`src/rtl/mouse_pkg.sv`:
```
// Shared constants and delta conditioning for the mouse-driven velocity producers.
package mouse_pkg;

  localparam int SCREEN_W_DEF = 640;
  localparam int SCREEN_H_DEF = 480;
  localparam int VX_MAX       = 1023;
  localparam int VY_MAX       = 511;
  localparam int DELTA_W      = 9;
  localparam int ACC_X_W      = 12;
  localparam int ACC_Y_W      = 11;

  // Conditioned delta carries one extra bit so that a negated -256 (+256) still fits.
  typedef logic signed [DELTA_W:0] cdelta_t;

  // Overflowed packets are pinned to the extreme value of their sign; Y is negated
  // so that downstream logic sees screen coordinates (down positive).
  function automatic cdelta_t condition_delta(input logic [DELTA_W-1:0] d,
                                              input logic               ovf,
                                              input logic               negate);
    cdelta_t v;
    if (ovf) v = d[DELTA_W-1] ? -10'sd256 : 10'sd255;
    else     v = {d[DELTA_W-1], d};
    return negate ? -v : v;
  endfunction

endpackage

```
`src/rtl/mouse_motion_encoder_if.sv`:
```
// Packet-in / velocity-out bundle between the PS/2 receiver side and object movers.
interface mouse_motion_encoder_if;

  // mouseReady is a 1-cycle strobe qualifying mdx/mdy/xovf/yovf; there is no back-pressure.
  // velValid is a 1-cycle pulse; vx/vy/dx/dy hold their value until the next pulse.
  logic       mouseReady;
  logic [8:0] mdx;
  logic [8:0] mdy;
  logic       xovf;
  logic       yovf;
  logic       moveclk;
  logic [9:0] vx;
  logic [8:0] vy;
  logic       dx;
  logic       dy;
  logic       velValid;
  logic [9:0] cursorX;
  logic [8:0] cursorY;

  modport master (
    output mouseReady, mdx, mdy, xovf, yovf, moveclk,
    input  vx, vy, dx, dy, velValid, cursorX, cursorY
  );

  modport slave (
    input  mouseReady, mdx, mdy, xovf, yovf, moveclk,
    output vx, vy, dx, dy, velValid, cursorX, cursorY
  );

endinterface

```
`src/rtl/mouse_motion_encoder_tick.sv`:
```
// moveclk_tick: brings the slow movement clock into clk and emits one pulse per rising edge.
module moveclk_tick (
  input  logic clk,
  input  logic rstn,
  input  logic async_i,
  output logic tick_o
);

  logic sync1_q;
  logic sync2_q;
  logic prev_q;
  logic tick_q;

  // Registered pulse: three clk edges after the asynchronous rise, falling edges ignored.
  always_ff @(posedge clk) begin
    if (!rstn) begin
      sync1_q <= 1'b0;
      sync2_q <= 1'b0;
      prev_q  <= 1'b0;
      tick_q  <= 1'b0;
    end else begin
      sync1_q <= async_i;
      sync2_q <= sync1_q;
      prev_q  <= sync2_q;
      tick_q  <= sync2_q & ~prev_q;
    end
  end

  assign tick_o = tick_q;

endmodule

```
`src/rtl/mouse_motion_encoder.sv`:
```
// Accumulates PS/2 deltas per moveclk period, publishes speed/direction and tracks a clamped cursor.
module mouse_motion_encoder
  import mouse_pkg::*;
#(
  parameter int SCREEN_W  = SCREEN_W_DEF,
  parameter int SCREEN_H  = SCREEN_H_DEF,
  parameter int INIT_X    = 320,
  parameter int INIT_Y    = 240,
  parameter int VEL_SHIFT = 0
) (
  input logic                    clk,
  input logic                    rstn,
  mouse_motion_encoder_if.slave  bus
);

  localparam logic signed [12:0] ACC_X_HI = 13'sd2047;
  localparam logic signed [12:0] ACC_X_LO = -13'sd2048;
  localparam logic signed [11:0] ACC_Y_HI = 12'sd1023;
  localparam logic signed [11:0] ACC_Y_LO = -12'sd1024;
  localparam logic signed [11:0] CUR_X_HI = 12'(SCREEN_W - 1);
  localparam logic signed [11:0] CUR_Y_HI = 12'(SCREEN_H - 1);

  logic tick;

  moveclk_tick u_tick (
    .clk     (clk),
    .rstn    (rstn),
    .async_i (bus.moveclk),
    .tick_o  (tick)
  );

  cdelta_t cdx;
  cdelta_t cdy;
  assign cdx = condition_delta(bus.mdx, bus.xovf, 1'b0);
  assign cdy = condition_delta(bus.mdy, bus.yovf, 1'b1);

  logic signed [ACC_X_W-1:0] acc_x_q, acc_x_d, acc_x_upd, sat_x;
  logic signed [ACC_Y_W-1:0] acc_y_q, acc_y_d, acc_y_upd, sat_y;
  logic signed [ACC_X_W:0]   sum_x;
  logic signed [ACC_Y_W:0]   sum_y;
  logic [ACC_X_W-1:0]        abs_x, mag_x;
  logic [ACC_Y_W-1:0]        abs_y, mag_y;
  logic signed [11:0]        cur_x_sum, cur_y_sum;
  logic [9:0]                vx_q, vx_d, cursor_x_q, cursor_x_d;
  logic [8:0]                vy_q, vy_d, cursor_y_q, cursor_y_d;
  logic                      dx_q, dx_d, dy_q, dy_d, vel_valid_q, vel_valid_d;

  always_comb begin
    sum_x = {acc_x_q[ACC_X_W-1], acc_x_q} + {{3{cdx[9]}}, cdx};
    sum_y = {acc_y_q[ACC_Y_W-1], acc_y_q} + {{2{cdy[9]}}, cdy};

    if (sum_x > ACC_X_HI)      sat_x = ACC_X_HI[ACC_X_W-1:0];
    else if (sum_x < ACC_X_LO) sat_x = ACC_X_LO[ACC_X_W-1:0];
    else                       sat_x = sum_x[ACC_X_W-1:0];

    if (sum_y > ACC_Y_HI)      sat_y = ACC_Y_HI[ACC_Y_W-1:0];
    else if (sum_y < ACC_Y_LO) sat_y = ACC_Y_LO[ACC_Y_W-1:0];
    else                       sat_y = sum_y[ACC_Y_W-1:0];

    // A packet arriving on the tick cycle belongs to the period being published.
    acc_x_upd = bus.mouseReady ? sat_x : acc_x_q;
    acc_y_upd = bus.mouseReady ? sat_y : acc_y_q;

    abs_x = acc_x_upd[ACC_X_W-1] ? -acc_x_upd : acc_x_upd;
    abs_y = acc_y_upd[ACC_Y_W-1] ? -acc_y_upd : acc_y_upd;
    mag_x = abs_x >> VEL_SHIFT;
    mag_y = abs_y >> VEL_SHIFT;

    vx_d        = vx_q;
    vy_d        = vy_q;
    dx_d        = dx_q;
    dy_d        = dy_q;
    vel_valid_d = tick;
    acc_x_d     = acc_x_upd;
    acc_y_d     = acc_y_upd;
    if (tick) begin
      vx_d    = (mag_x > 12'(VX_MAX)) ? 10'(VX_MAX) : mag_x[9:0];
      vy_d    = (mag_y > 11'(VY_MAX)) ? 9'(VY_MAX)  : mag_y[8:0];
      dx_d    = acc_x_upd[ACC_X_W-1];
      dy_d    = acc_y_upd[ACC_Y_W-1];
      acc_x_d = '0;
      acc_y_d = '0;
    end

    cur_x_sum  = {2'b00, cursor_x_q} + {{2{cdx[9]}}, cdx};
    cur_y_sum  = {3'b000, cursor_y_q} + {{2{cdy[9]}}, cdy};
    cursor_x_d = cursor_x_q;
    cursor_y_d = cursor_y_q;
    if (bus.mouseReady) begin
      if (cur_x_sum < 12'sd0)         cursor_x_d = '0;
      else if (cur_x_sum > CUR_X_HI)  cursor_x_d = CUR_X_HI[9:0];
      else                            cursor_x_d = cur_x_sum[9:0];
      if (cur_y_sum < 12'sd0)         cursor_y_d = '0;
      else if (cur_y_sum > CUR_Y_HI)  cursor_y_d = CUR_Y_HI[8:0];
      else                            cursor_y_d = cur_y_sum[8:0];
    end
  end

  always_ff @(posedge clk) begin
    if (!rstn) begin
      acc_x_q     <= '0;
      acc_y_q     <= '0;
      vx_q        <= '0;
      vy_q        <= '0;
      dx_q        <= 1'b0;
      dy_q        <= 1'b0;
      vel_valid_q <= 1'b0;
      cursor_x_q  <= 10'(INIT_X);
      cursor_y_q  <= 9'(INIT_Y);
    end else begin
      acc_x_q     <= acc_x_d;
      acc_y_q     <= acc_y_d;
      vx_q        <= vx_d;
      vy_q        <= vy_d;
      dx_q        <= dx_d;
      dy_q        <= dy_d;
      vel_valid_q <= vel_valid_d;
      cursor_x_q  <= cursor_x_d;
      cursor_y_q  <= cursor_y_d;
    end
  end

  assign bus.vx       = vx_q;
  assign bus.vy       = vy_q;
  assign bus.dx       = dx_q;
  assign bus.dy       = dy_q;
  assign bus.velValid = vel_valid_q;
  assign bus.cursorX  = cursor_x_q;
  assign bus.cursorY  = cursor_y_q;

endmodule
```
`src/flat_wrapper.sv`:
```
// flat-port wrapper written by rule: the top's interface ports become plain ports
module mouse_motion_encoder_flat import mouse_pkg::*;
#(
  parameter int SCREEN_W  = SCREEN_W_DEF,
  parameter int SCREEN_H  = SCREEN_H_DEF,
  parameter int INIT_X    = 320,
  parameter int INIT_Y    = 240,
  parameter int VEL_SHIFT = 0
)
  (clk, rstn, bus_mouseReady, bus_mdx, bus_mdy, bus_xovf, bus_yovf, bus_moveclk, bus_vx, bus_vy, bus_dx, bus_dy, bus_velValid, bus_cursorX, bus_cursorY);
  mouse_motion_encoder_if bus_i ();
  input logic clk;
  input logic rstn;
  input wire logic [$bits(bus_i.mouseReady)-1:0] bus_mouseReady;
  input wire logic [$bits(bus_i.mdx)-1:0] bus_mdx;
  input wire logic [$bits(bus_i.mdy)-1:0] bus_mdy;
  input wire logic [$bits(bus_i.xovf)-1:0] bus_xovf;
  input wire logic [$bits(bus_i.yovf)-1:0] bus_yovf;
  input wire logic [$bits(bus_i.moveclk)-1:0] bus_moveclk;
  output wire logic [$bits(bus_i.vx)-1:0] bus_vx;
  output wire logic [$bits(bus_i.vy)-1:0] bus_vy;
  output wire logic [$bits(bus_i.dx)-1:0] bus_dx;
  output wire logic [$bits(bus_i.dy)-1:0] bus_dy;
  output wire logic [$bits(bus_i.velValid)-1:0] bus_velValid;
  output wire logic [$bits(bus_i.cursorX)-1:0] bus_cursorX;
  output wire logic [$bits(bus_i.cursorY)-1:0] bus_cursorY;
  assign bus_i.mouseReady = bus_mouseReady;
  assign bus_i.mdx = bus_mdx;
  assign bus_i.mdy = bus_mdy;
  assign bus_i.xovf = bus_xovf;
  assign bus_i.yovf = bus_yovf;
  assign bus_i.moveclk = bus_moveclk;
  assign bus_vx = bus_i.vx;
  assign bus_vy = bus_i.vy;
  assign bus_dx = bus_i.dx;
  assign bus_dy = bus_i.dy;
  assign bus_velValid = bus_i.velValid;
  assign bus_cursorX = bus_i.cursorX;
  assign bus_cursorY = bus_i.cursorY;
  mouse_motion_encoder #(.SCREEN_W(SCREEN_W), .SCREEN_H(SCREEN_H), .INIT_X(INIT_X), .INIT_Y(INIT_Y), .VEL_SHIFT(VEL_SHIFT)) u_core (.clk(clk), .rstn(rstn), .bus(bus_i));
endmodule
```
`config.mk`:
```
export PLATFORM = sky130hd
export DESIGN_NAME = mouse_motion_encoder_flat
export DESIGN_NICKNAME = d
export VERILOG_FILES = /design/src/rtl/mouse_pkg.sv /design/src/rtl/mouse_motion_encoder_if.sv /design/src/rtl/mouse_motion_encoder_tick.sv /design/src/rtl/mouse_motion_encoder.sv /design/src/flat_wrapper.sv
export SDC_FILE = /design/constraint.sdc
export NUM_CORES = 1
export LEC_CHECK = 0
export CAP_MARGIN = 15
export CELL_PAD_IN_SITES_DETAIL_PLACEMENT = 0
export CELL_PAD_IN_SITES_GLOBAL_PLACEMENT = 1
export CORE_MARGIN = 3
export CORE_UTILIZATION = 46
export CTS_CLUSTER_SIZE = 10
export DETAILED_ROUTE_END_ITERATION = 10
export PLACE_DENSITY = 0.84
export SETUP_SLACK_MARGIN = 0.4
export SLEW_MARGIN = 20
export SYNTH_ARGS = -nofsm -noshare
export SYNTH_HDL_FRONTEND = slang
export SYNTH_SLANG_ARGS = --single-unit
```
`constraint.sdc`:
```
create_clock -name clk -period 11.8 [get_ports clk]
set_input_delay 1.18 -clock clk [delete_from_list [all_inputs] [get_ports clk]]
set_output_delay 1.18 -clock clk [all_outputs]
set_load 0.03 [all_outputs]
```
==> flow_metrics.tcl <==
set metrics [dict create \
    tns_ns 0 \
    combinationalPowerShare 0.492 \
    dieHeight_um 115 \
    nets 818 \
    status "finished clean" \
    cp.arrival_ns 6.23 \
    cts_tree "yes" \
    vias 5089 \
    grt_pass1_vias 4924 \
    hpwl_mm 11.0 \
    synthArstFlopShare 0 \
    worstHoldPathType "flip-flop to flip-flop" \
    whs_path_depth 1 \
    pwr-share-clk 0.245 \
    yosys_register_bits 68 \
    cp_max_fo 13 \
    slew_headroom 0.344 \
    ys_warn_count 0 \
    fillers 1073 \
    area_delta_synth_final_pct 18.8 \
    die_w_um 115 \
    path_clk_slew_ns 0.06 \
    yosysSeqAreaShare 0.249 \
    final_area_um2 6500 \
    layout_min_cycle_time_ns 6.05 \
    synth-main-ff-cell "dfxtp_1" \
    antenna_left 0 \
    ctsHoldBuffers 0 \
    r2r_cells 12 \
    drcViolationCount 0 \
    synth_edf_count 0 \
    clk_path_buf_depth 2 \
    worst_clock_skew_ns 0.00939 \
    maxCapViolCount 0 \
    cts_sinks 68 \
    seqPwrFrac 0.263 \
    grt_pass1_wl_mm 24.0 \
    crit_required_ns 11.98 \
    clock_latency_ns 0.33 \
    place.gp.congestion 0.865 \
    post_cts_resized 0 \
    antenna_found_initial 0 \
    start_util 0.476 \
    slew_violations 0 \
    grtUsageTotal 0.222 \
    rows 39 \
    p_leak_nw 2.71 \
    max_freq_mhz 165 \
    swShare 0.410 \
    htreeDepth 3 \
    diodes 0 \
    core-area_um2 11500 \
    post-route-period-util 0.513 \
    io_pins 65 \
    cp-start-kind "primary input" \
    final_common_cell "dfxtp_1" \
    grt_setup_unrepaired "no" \
    first_iter_violations 261 \
    tightestPinTransition_ns 0.976 \
    power_switching_uw 443 \
    layout_common_cells "dfxtp_1, o21ai_0, clkdlybuf4s50_1" \
    die_area_um2 13300 \
    synth_nets 767 \
    drive_gt1_frac 0.0589 \
    drtPass1Iterations 5 \
    grt_max_degree 45 \
    grt_overflow 0 \
    postSynthAreaPerCell_um2 7.93 \
    wl_mm 14.1 \
    end_kind "flip-flop" \
    wl_per_cell_um 15.9 \
    path_class "primary input to flip-flop" \
    ctsRootBufferMaster "clkbuf_16" \
    peakVddDrop_mv 0.137 \
    powerDensity_nw_per_um2 166 \
    vias_per_cell 5.72 \
    syn-cell-area_um2 5480 \
    dpl_cell_area_um2 6210 \
    yosysUniqueCellTypes 65 \
    hold_viol 0 \
    setup_viol 0 \
    portBuffers 64 \
    synthCells 691 \
    numCtsBuffers 9 \
    cts_setup_buffers 0 \
    intPower_uw 639 \
]
[state kept, by name (all words and copies together), names as in the netlist]
signal,flops
u_core.bus.vx,10
u_core.bus.cursorY,9
u_core.bus.cursorX,10
u_core.bus.vy,9
u_core.bus.dx,1
u_core.acc_y_q,11
u_core.bus.dy,1
u_core.u_tick.sync1_q,1
u_core.u_tick.tick_o,1
u_core.u_tick.sync2_q,1
u_core.bus.velValid,1
u_core.acc_x_q,12
u_core.u_tick.prev_q,1
[routing by layer]
metal / up-vias / track usage / wire length [um]
met3: 8 / 0.0479 / 638
met1: 2360 / 0.312 / 6880
met2: 104 / 0.341 / 6480
met5: - / 0 / 0
met4: 0 / 0.0665 / 118
li1: 2617 / - / -
[area by class of cell]
class,instances,area (um2),area share
multi-input cells,550,3820,0.588
flip-flops and latches,68,1360,0.209
repair buffers,70,686,0.105
clock buffers,10,229,0.0352
well taps,143,179,0.0275
inverters,43,161,0.0248
clock inverters,6,63.8,0.00981
[per-stage QoR]
step	utilization	power, mW	hold slack (ns)	setup WS, ns	instances
after floorplan	-	0.693	0.367	6.76	691
after global placement	0.539	0.809	0.372	5.67	874
after detailed placement	0.539	0.815	0.382	5.41	874
after CTS	0.565	1.09	0.390	5.75	890
after global routing	0.565	1.17	0.421	5.22	890
final	0.565	1.08	0.388	5.75	890
[final timing paths]
kind | startpoint | to | slack [ns]
worst max register to register | u_core.acc_x_q[7] | u_core.bus.vx[9] | 7.73
worst min register to register | u_core.u_tick.prev_q | u_core.u_tick.tick_o | 0.39
worst max-delay path | bus_yovf | u_core.bus.vy[5] | 5.75
worst min-delay path | u_core.u_tick.prev_q | u_core.u_tick.tick_o | 0.39
[synth_stat cells (4+ instances only)]
cell type | number | area share
o31ai_1 | 5 | 0.0069
a21oi_1 | 49 | 0.045
a21o_1 | 16 | 0.022
and3_1 | 6 | 0.0069
ha_1 | 48 | 0.11
nor2b_1 | 19 | 0.022
nand3_1 | 6 | 0.0055
o21ai_0 | 66 | 0.060
mux2i_1 | 6 | 0.011
nand2_1 | 38 | 0.026
a21boi_0 | 5 | 0.0069
a2bb2oi_1 | 5 | 0.0080
xnor2_1 | 25 | 0.040
and2_1 | 9 | 0.010
clkbuf_1 | 23 | 0.016
o211ai_1 | 9 | 0.012
a221oi_1 | 4 | 0.0064
nand2b_1 | 7 | 0.0080
nor2_1 | 61 | 0.042
a211oi_1 | 10 | 0.014
dfxtp_1 | 68 | 0.25
a31oi_1 | 18 | 0.021
maj3_2 | 4 | 0.0082
or3_1 | 6 | 0.0069
inv_1 | 43 | 0.029
fa_1 | 4 | 0.015
xor2_1 | 25 | 0.040
or2_2 | 5 | 0.0057
o21a_1 | 9 | 0.012
o22ai_1 | 5 | 0.0057
a31oi_2 | 9 | 0.021
nor3_1 | 14 | 0.013
[cell families after synthesis]
kind of cell    after synthesis  share of synthesized area
simple gates                184                      0.163
xor+xnor                     50                     0.0800
fa+ha+maj                    58                      0.136
compound gates              250                      0.303
buf+inv                      73                     0.0532
flops                        68                      0.249
mux                           8                     0.0160
[worst max-delay path: stages]
cell,delay (ns)
clkdlybuf4s50_1,0.68
nand2_1,0.21
o21ai_0,0.18
ha_1,0.30
nand2_1,0.12
nor3_1,0.19
xor2_1,0.10
o22ai_1,0.27
ha_1,0.34
o21a_1,0.13
o211ai_1,0.21
a311o_1,0.22
nand2_1,0.24
o21ai_0,0.24
a2bb2oi_1,0.44
and4_1,0.31
a41oi_1,0.12
o2bb2ai_1,0.56
a31oi_1,0.18
[power by group through the flow]
stage | sequential (mW) | combinational, mW | clock (mW)
2_1_floorplan | 0.300 | 0.393 | 0
3_3_place_gp | 0.289 | 0.520 | 0
3_5_place_dp | 0.288 | 0.526 | 0
4_1_cts | 0.284 | 0.530 | 0.272
5_1_grt | 0.288 | 0.596 | 0.282
6_report | 0.284 | 0.533 | 0.265
Power figures use the tool's default switching activity.
